==> config.mk <==
export PLATFORM = sky130hd
export DESIGN_NAME = aes32_dec_round_ctrl
export DESIGN_NICKNAME = d
export VERILOG_FILES = /design/src/rtl/aes32_dec_round_ctrl.sv
export SDC_FILE = /design/constraint.sdc
export NUM_CORES = 1
export LEC_CHECK = 0
export CAP_MARGIN = 30
export CORE_MARGIN = 2
export CORE_UTILIZATION = 45
export DETAILED_ROUTE_END_ITERATION = 16
export PLACE_DENSITY = 0.71
export SLEW_MARGIN = 10
export SYNTH_ARGS = -nofsm -noshare
export SYNTH_HDL_FRONTEND = slang
export SYNTH_SLANG_ARGS = --single-unit
==> constraint.sdc <==
create_clock -name CLK -period 2.15 [get_ports CLK]
set_clock_uncertainty 0.15 [all_clocks]
set_input_delay 0.43 -clock CLK [delete_from_list [all_inputs] [get_ports CLK]]
set_output_delay 0.43 -clock CLK [all_outputs]
set_load 0.005 [all_outputs]
==> src/rtl/aes32_dec_round_ctrl.sv <==
`default_nettype none
// ============================================================================
//  Module      : aes32_dec_round_ctrl
//  Description : Round sequencer for the 32-bit, pipelined AES decryption
//                datapath. Issues the four column words of every round into
//                the datapath, selects ciphertext or feedback as the datapath
//                input, steps the round-key address in decryption order,
//                flags the final round and marks the four plaintext words as
//                they leave the pipeline. Holds no data itself.
//  Revision    : 1.0  initial release
// ----------------------------------------------------------------------------
//  Parameters
//    NR        number of decryption rounds (10, 12 or 14)
//    PIPE_LAT  datapath latency from injection to feedback input (4..16)
//  Ports
//    CLK        in   clock, rising edge
//    RST_N      in   asynchronous reset, active low
//    START      in   one-cycle request to decrypt a block (honoured in idle)
//    IN_RDY     out  datapath takes a ciphertext word this cycle
//    SEL_FB     out  datapath input select: 0 ciphertext, 1 feedback
//    CTRL       out  column control of the feedback network (word index)
//    WORD_VLD   out  a word enters the datapath this cycle
//    RKEY_ADDR  out  round-key word address
//    LAST_RND   out  current round is the final one (no InvMixColumns)
//    OUT_VLD    out  plaintext word present at the datapath output
//    BUSY       out  block in progress
//    DONE       out  pulse with the last plaintext word
// ============================================================================
module aes32_dec_round_ctrl #(
    parameter int NR       = 10,
    parameter int PIPE_LAT = 8
) (
    input  logic       CLK,
    input  logic       RST_N,
    input  logic       START,
    output logic       IN_RDY,
    output logic       SEL_FB,
    output logic [1:0] CTRL,
    output logic       WORD_VLD,
    output logic [5:0] RKEY_ADDR,
    output logic       LAST_RND,
    output logic       OUT_VLD,
    output logic       BUSY,
    output logic       DONE
);

    // Counter widths are sized for the largest legal parameters
    // (PIPE_LAT up to 16, NR up to 14) so every compare is full width.
    localparam int              c_PH_W       = 5;
    localparam int              c_RND_W      = 4;
    localparam logic [c_PH_W-1:0]  c_LAST_PH  = c_PH_W'(PIPE_LAT - 1);
    localparam logic [c_RND_W-1:0] c_LAST_RND = c_RND_W'(NR);
    localparam logic [c_PH_W-1:0]  c_WORDS    = c_PH_W'(4);
    localparam logic [c_PH_W-1:0]  c_DRAIN_END = c_PH_W'(3);

    typedef enum logic [1:0] {
        S_IDLE  = 2'd0,
        S_RUN   = 2'd1,
        S_DRAIN = 2'd2
    } state_t;

    state_t               r_state;
    state_t               w_nxt_state;
    logic [c_PH_W-1:0]    r_phase;
    logic [c_PH_W-1:0]    w_nxt_phase;
    logic [c_RND_W-1:0]   r_round;
    logic [c_RND_W-1:0]   w_nxt_round;

    // Next-cycle output values; registered below so every output is a flop.
    logic                 w_in_rdy;
    logic                 w_sel_fb;
    logic [1:0]           w_ctrl;
    logic                 w_word_vld;
    logic [5:0]           w_rkey_addr;
    logic                 w_last_rnd;
    logic                 w_out_vld;
    logic                 w_busy;
    logic                 w_done;

    logic                 w_issue;
    logic [c_RND_W-1:0]   w_rnd_left;

    // ------------------------------------------------------------------------
    // State and counter register
    // ------------------------------------------------------------------------
    always_ff @(posedge CLK or negedge RST_N) begin
        if (!RST_N) begin
            r_state <= S_IDLE;
            r_phase <= '0;
            r_round <= '0;
        end else begin
            r_state <= w_nxt_state;
            r_phase <= w_nxt_phase;
            r_round <= w_nxt_round;
        end
    end

    // ------------------------------------------------------------------------
    // Next-state logic and next-cycle outputs.
    // Outputs are derived from the *next* state so that, once registered,
    // they line up with the state they describe: the cycle after START
    // already carries the first word of round 0.
    // ------------------------------------------------------------------------
    always_comb begin
        w_nxt_state = r_state;
        w_nxt_phase = r_phase;
        w_nxt_round = r_round;

        unique case (r_state)
            S_IDLE: begin
                if (START) begin
                    w_nxt_state = S_RUN;
                    w_nxt_phase = '0;
                    w_nxt_round = '0;
                end
            end
            S_RUN: begin
                if (r_phase == c_LAST_PH) begin
                    w_nxt_phase = '0;
                    if (r_round == c_LAST_RND) begin
                        w_nxt_state = S_DRAIN;
                        w_nxt_round = '0;
                    end else begin
                        w_nxt_round = r_round + 1'b1;
                    end
                end else begin
                    w_nxt_phase = r_phase + 1'b1;
                end
            end
            S_DRAIN: begin
                // The four result words of the final round emerge in the
                // first four phases after the last injection period.
                if (r_phase == c_DRAIN_END) begin
                    w_nxt_state = S_IDLE;
                    w_nxt_phase = '0;
                end else begin
                    w_nxt_phase = r_phase + 1'b1;
                end
            end
            default: begin
                w_nxt_state = S_IDLE;
                w_nxt_phase = '0;
                w_nxt_round = '0;
            end
        endcase

        // Words are injected only in the first four phases of a period; the
        // remaining phases wait for the pipeline to bring the column back.
        w_issue    = (w_nxt_state == S_RUN) && (w_nxt_phase < c_WORDS);
        w_rnd_left = c_LAST_RND - w_nxt_round;

        w_word_vld  = w_issue;
        w_in_rdy    = w_issue && (w_nxt_round == '0);
        w_sel_fb    = (w_nxt_state == S_RUN) && (w_nxt_round != '0);
        w_ctrl      = w_issue ? w_nxt_phase[1:0] : 2'd0;
        w_last_rnd  = (w_nxt_state == S_RUN) && (w_nxt_round == c_LAST_RND);
        w_out_vld   = (w_nxt_state == S_DRAIN);
        w_done      = (w_nxt_state == S_DRAIN) && (w_nxt_phase == c_DRAIN_END);
        w_busy      = (w_nxt_state != S_IDLE);

        // Key words are consumed last-round-first: (NR-round)*4 + word.
        // Since word < 4 this is a plain concatenation. Between issues the
        // address holds; it returns to zero only when the block is over.
        if (w_issue) begin
            w_rkey_addr = {w_rnd_left, w_nxt_phase[1:0]};
        end else if (w_nxt_state == S_IDLE) begin
            w_rkey_addr = 6'd0;
        end else begin
            w_rkey_addr = RKEY_ADDR;
        end
    end

    // ------------------------------------------------------------------------
    // Output registers
    // ------------------------------------------------------------------------
    always_ff @(posedge CLK or negedge RST_N) begin
        if (!RST_N) begin
            IN_RDY    <= 1'b0;
            SEL_FB    <= 1'b0;
            CTRL      <= 2'd0;
            WORD_VLD  <= 1'b0;
            RKEY_ADDR <= 6'd0;
            LAST_RND  <= 1'b0;
            OUT_VLD   <= 1'b0;
            BUSY      <= 1'b0;
            DONE      <= 1'b0;
        end else begin
            IN_RDY    <= w_in_rdy;
            SEL_FB    <= w_sel_fb;
            CTRL      <= w_ctrl;
            WORD_VLD  <= w_word_vld;
            RKEY_ADDR <= w_rkey_addr;
            LAST_RND  <= w_last_rnd;
            OUT_VLD   <= w_out_vld;
            BUSY      <= w_busy;
            DONE      <= w_done;
        end
    end

endmodule
`default_nettype wire

Yosys cells after proc, flatten, opt, wreduce, memory -nomap -nowiden
Cells that the tools add are included.

Add/subtract/negate cells: 3. $lt $le $gt $ge: 1. Eq/ne operators: 9. Mux-type cells: 16. Reductions and logical operators: 11.

Operator list (count): $mux 5 (3); $pmux 5 s3 (1); $mux 4 (3); $mux 6 (2); $pmux 4 s3 (1); $eq 5x2->1 const B (2); $mux 2 (5); $eq 4x4->1 const B (2); $pmux 2 s3 (1); $add 5x1->5 const B (1); $eq 5x3->1 const B (1); $logic_and 1x1->1 (5); $lt 5x3->1 const B (1); $add 4x1->4 const B (1); $eq 2x1->1 const B (2); $eq 2x2->1 const B (2); $logic_not 2->1 (2); $logic_not 4->1 (1); $reduce_bool 2->1 (2); $reduce_bool 4->1 (1); $sub 4x4->4 const A (1).

Flip-flop bits (word level): 26. Output and inout bits: 15. Word-level logic and storage cells: 52.

Depth between registers and ports, before layout
Depth after elaboration: 7. Gate-level depth with buffers: 9. Gate-level depth less buffers: 9.

Worst setup path before layout
OpenSTA, ideal clock, no wires.

Path type: reg2reg. Start: register r_phase[0]. End: register RKEY_ADDR[2]. Library setup time: 139 ps. Arrival time: 1812 ps. Data required time: 1861 ps. Path slack: 49 ps. Cell stages (with the launch flop): 9. Path buffers: 1. Path through: dfrtp_1 > ha_1 > or3b_1 > buf_6 > o22ai_4 > a31oi_1 > o21ai_2 > nand4_4 > mux2i_1.

Longest elaborated chain between the ends: 6.

Ends and longest elaborated chain: from (decl) (RTL line 64) `logic [c_PH_W-1:0] r_phase;`; from (signal assigned) (RTL line 93) `r_phase <= w_nxt_phase;`; $add 5x1->5 (tied with other cells) (RTL line 127, 137); $mux 5 (tied with other cells) (RTL line 133) `if (r_phase == c_DRAIN_END) begin`; $pmux 5 s3 / $pmux 2 s3 (equally long branches) (RTL line 109) `unique case (r_state)`; $lt 5x3->1 / $eq 2x1->1 (equally long branches) (RTL line 149) `w_issue = (w_nxt_state == S_RUN) && (w_nxt_phase < c_WORDS);`; $logic_and 1x1->1 (RTL line 149); $mux 6 / $reduce_bool 2->1 (equally long branches); to (signal assigned) (RTL line 192) `RKEY_ADDR <= w_rkey_addr;`; to (decl) (RTL line 40) `output logic [5:0] RKEY_ADDR,`.

Several ways; a longest one is shown, not always the timed one. A chain may end at the register's enable or synchronous reset.

Worst setup path in the final report
Start: register r_phase[1]. End: register RKEY_ADDR[0].

The elaborated chain is that of the path after synthesis.

==> impl_metrics.toml <==
[pwr]
power_density_mw_per_mm2 = 1330
power_mw = 2.52
ir_worst_vdd_mv = 0.815
leakage_nw = 0.880

[critical_path]
crit_type = "reg2reg"
reg2reg_depth = 7
rrSetupSlack_ns = 0.01
start_kind = "register"
r2r-end = "RKEY_ADDR[0]"
crit_chain = "ha_2, or3b_4, o22ai_4, a31oi_4, o21ai_4, nand4_4, mux2i_1"
critPathRequiredTime_ns = 2.25
arrival_ns = 2.24
crit_path_start = "r_phase[1]"
critPathCaptureType = "register"
slowest_delay_ns = 0.43
reg2reg_from = "r_phase[1]"
critical_path.max_fanout = 6
cpLargestDelayFamily = "simple AND/OR/NAND/NOR gates"
crit_slowest_cell = "or3b_4"
path_buf_inv = 0

[job]
cap_violations = 0

[synthesis]
synth_flop_cell = "dfrtp_1"
ys_warn_count = 0
synth_common_cells = "dfrtp_1, nand2_1, ha_1, inv_1, nor2_1"
synth-simple-area-share_pct = 19.9
syn_nets = 139
ys_seq_elements = 26
yosysTopAreaCell = "dfrtp_1"
yosysSeqAreaShare_pct = 46.4
synth_top_family_by_area = "simple AND/OR/NAND/NOR gates"
synth_top_area_share_pct = 46.4
syn-cell-area_mm2 = 0.00140
synth.area.top_cells = "dfrtp_1, ha_1, mux2i_1, nand2_1, xor2_1"
synth_compound_gate_area_share_pct = 15.6
synth_fa_ha_area_share_pct = 6.24
muxShareOfSynthArea_pct = 4.28
yosysMostFrequentCell = "dfrtp_1"
synth.avg_cell_area_um2 = 10.9
synth-edff-count = 0
ys_types = 44
synthArstFlopShare_pct = 100
syn-instance-count = 129
synth_xor_xnor_area_share_pct = 3.12

[floorplan]
die_w_um = 59.8
fp.dieH_um = 59.8
pin_count = 18
core_mm2 = 0.00300
die_area_mm2 = 0.00358
std_cell_rows = 20
initial_utilization_pct = 46.7

[route]
postRouteAntennaNets = 0
drtPass1Iterations = 5
drtIter0Drc = 48
routed_wirelength_um = 2980
remaining_drc_errors = 0
wire_per_inst_um = 14.7
dr_total_vias = 1128
routed_via_density = 5.58

[timing]
worstMarginPinSlew_ns = 0.515
relSlewSlack_pct = 65.4
setup_viol = 0
rsz0062_at_grt = "true"
fmax_mhz = 467
finalMaxSlewViolations = 0
period_needed_ns = 2.14
finalHoldViolCount = 0
fin_crit_sh_pct = 99.5

[cts]
clkLatencyLatePin_ns = 0.32
ctsHtreeMaxLevel = 1
cts.reportedPaths.clkPinSlew_ns = 0.14
cts.sinks = 26
cts_tree = "built"
cts_root_buf = "clkbuf_4"
cts_made_buffers = 3
ctsHoldBuffers = 0
clockBufferDepth = 2

[final_layout]
nets = 180
fin_cells = 202
drive_gt1_share_pct = 28.4
syn_to_final_growth_pct = 34.8
num_antenna_cells = 0

[grt]
grt.overflow.total = 0
antenna_found_initial = 0
grt_pass1_wl_um = 4750
grt_usage_pct = 17.5
grt_pass1_vias = 1092
grt_max_degree = 27

[placement]
dp_hpwl_um = 2150
gp_congestion = 0.845
dp_cells = 195
port_buffers = 17

[hold_path]
hp-class = "in2async"

[outcome]
outcome = "finished clean"
==> worst reg2reg max path: stages (launching register included) <==
cell and delay (ns):
dfrtp_1 0.38, ha_2 0.20, or3b_4 0.43, o22ai_4 0.20, a31oi_4 0.06, o21ai_4 0.25, nand4_4 0.19, mux2i_1 0.22
==> worst max path at each step <==
stage | to | cells past startpoint
final | RKEY_ADDR[0] | 7
after global routing | RKEY_ADDR[0] | 7
after CTS | RKEY_ADDR[0] | 7
after detailed placement | RKEY_ADDR[4] | 8
after global placement | SEL_FB | 8
after floorplan | RKEY_ADDR[2] | 8
==> state kept, by name, indices dropped and copies added, names as in the netlist <==
name and count:
BUSY 1, r_phase 5, CTRL 2, SEL_FB 1, LAST_RND 1, OUT_VLD 1, WORD_VLD 1, RKEY_ADDR 6
r_state 2, IN_RDY 1, DONE 1, r_round 4
==> stage by stage <==
step | hold WS, ns | area, µm² | worst slack (ns) | util, % | setup TNS [ns]
6_report | 0.304 | 1890 | 0.00974 | 63.0 | 0
5_1_grt | 0.326 | 1890 | -0.101 | 63.0 | -0.440
4_1_cts | 0.310 | 1800 | -0.0137 | 59.9 | -0.0137
3_5_place_dp | 0.376 | 1740 | -0.200 | 57.8 | -1.07
3_3_place_gp | 0.367 | 1740 | -0.122 | 57.8 | -0.584
2_1_floorplan | -0.0156 | 1400 | 0.0491 | - | 0
==> placed cells by master (no fill, tap or decap), types with 4 or more instances in the layout <==
cell type,count
o21ai_0,4
nand3_1,4
nand2_1,15
mux2i_1,6
clkdlybuf4s50_1,17
ha_1,6
inv_1,7
nor2_1,7
dfrtp_1,26
nor3b_1,4
xor2_1,4
buf_4,23
==> cells by family after synthesis <==
logic type / count (synthesis)
flip-flops: 26
XOR/XNOR: 5
adder cells (fa/ha/maj): 7
buffers and inverters: 12
AO/OA/AOI/OAI: 26
AND/OR/NAND/NOR: 47
multiplexers: 6
==> area by class of cell <==
type,count,area [µm²]
sequential,26,651
clock inverter,1,30.0
timing repair buffer,40,343
multi-input combinational,92,777
tap,33,41.3
fill,251,1110
inverter,7,26.3
clock buffer,3,22.5
==> metal layers <==
| metal | global-route usage, % | part of all wire (%) |
|---|---|---|
| met1 | 21.9 | 43 |
| met2 | 30.0 | 52 |
| met3 | 2.16 | 2.2 |
| met4 | 7.94 | 2.5 |
| met5 | 0 | 0 |
==> power breakdown <==
group | internal, mW | switching (mW)
Sequential | 0.656 | 0.116
Combinational | 0.736 | 0.679
Clock | 0.188 | 0.147
==> what timing repair did <==
action	4_1_cts	5_1_grt
setup endpoints to repair	9	10
gates resized for setup	1	12
pin swaps	2	5
cloned	0	1
setup buffers	1	1
Note: power is estimated with default switching activity, not from simulation.
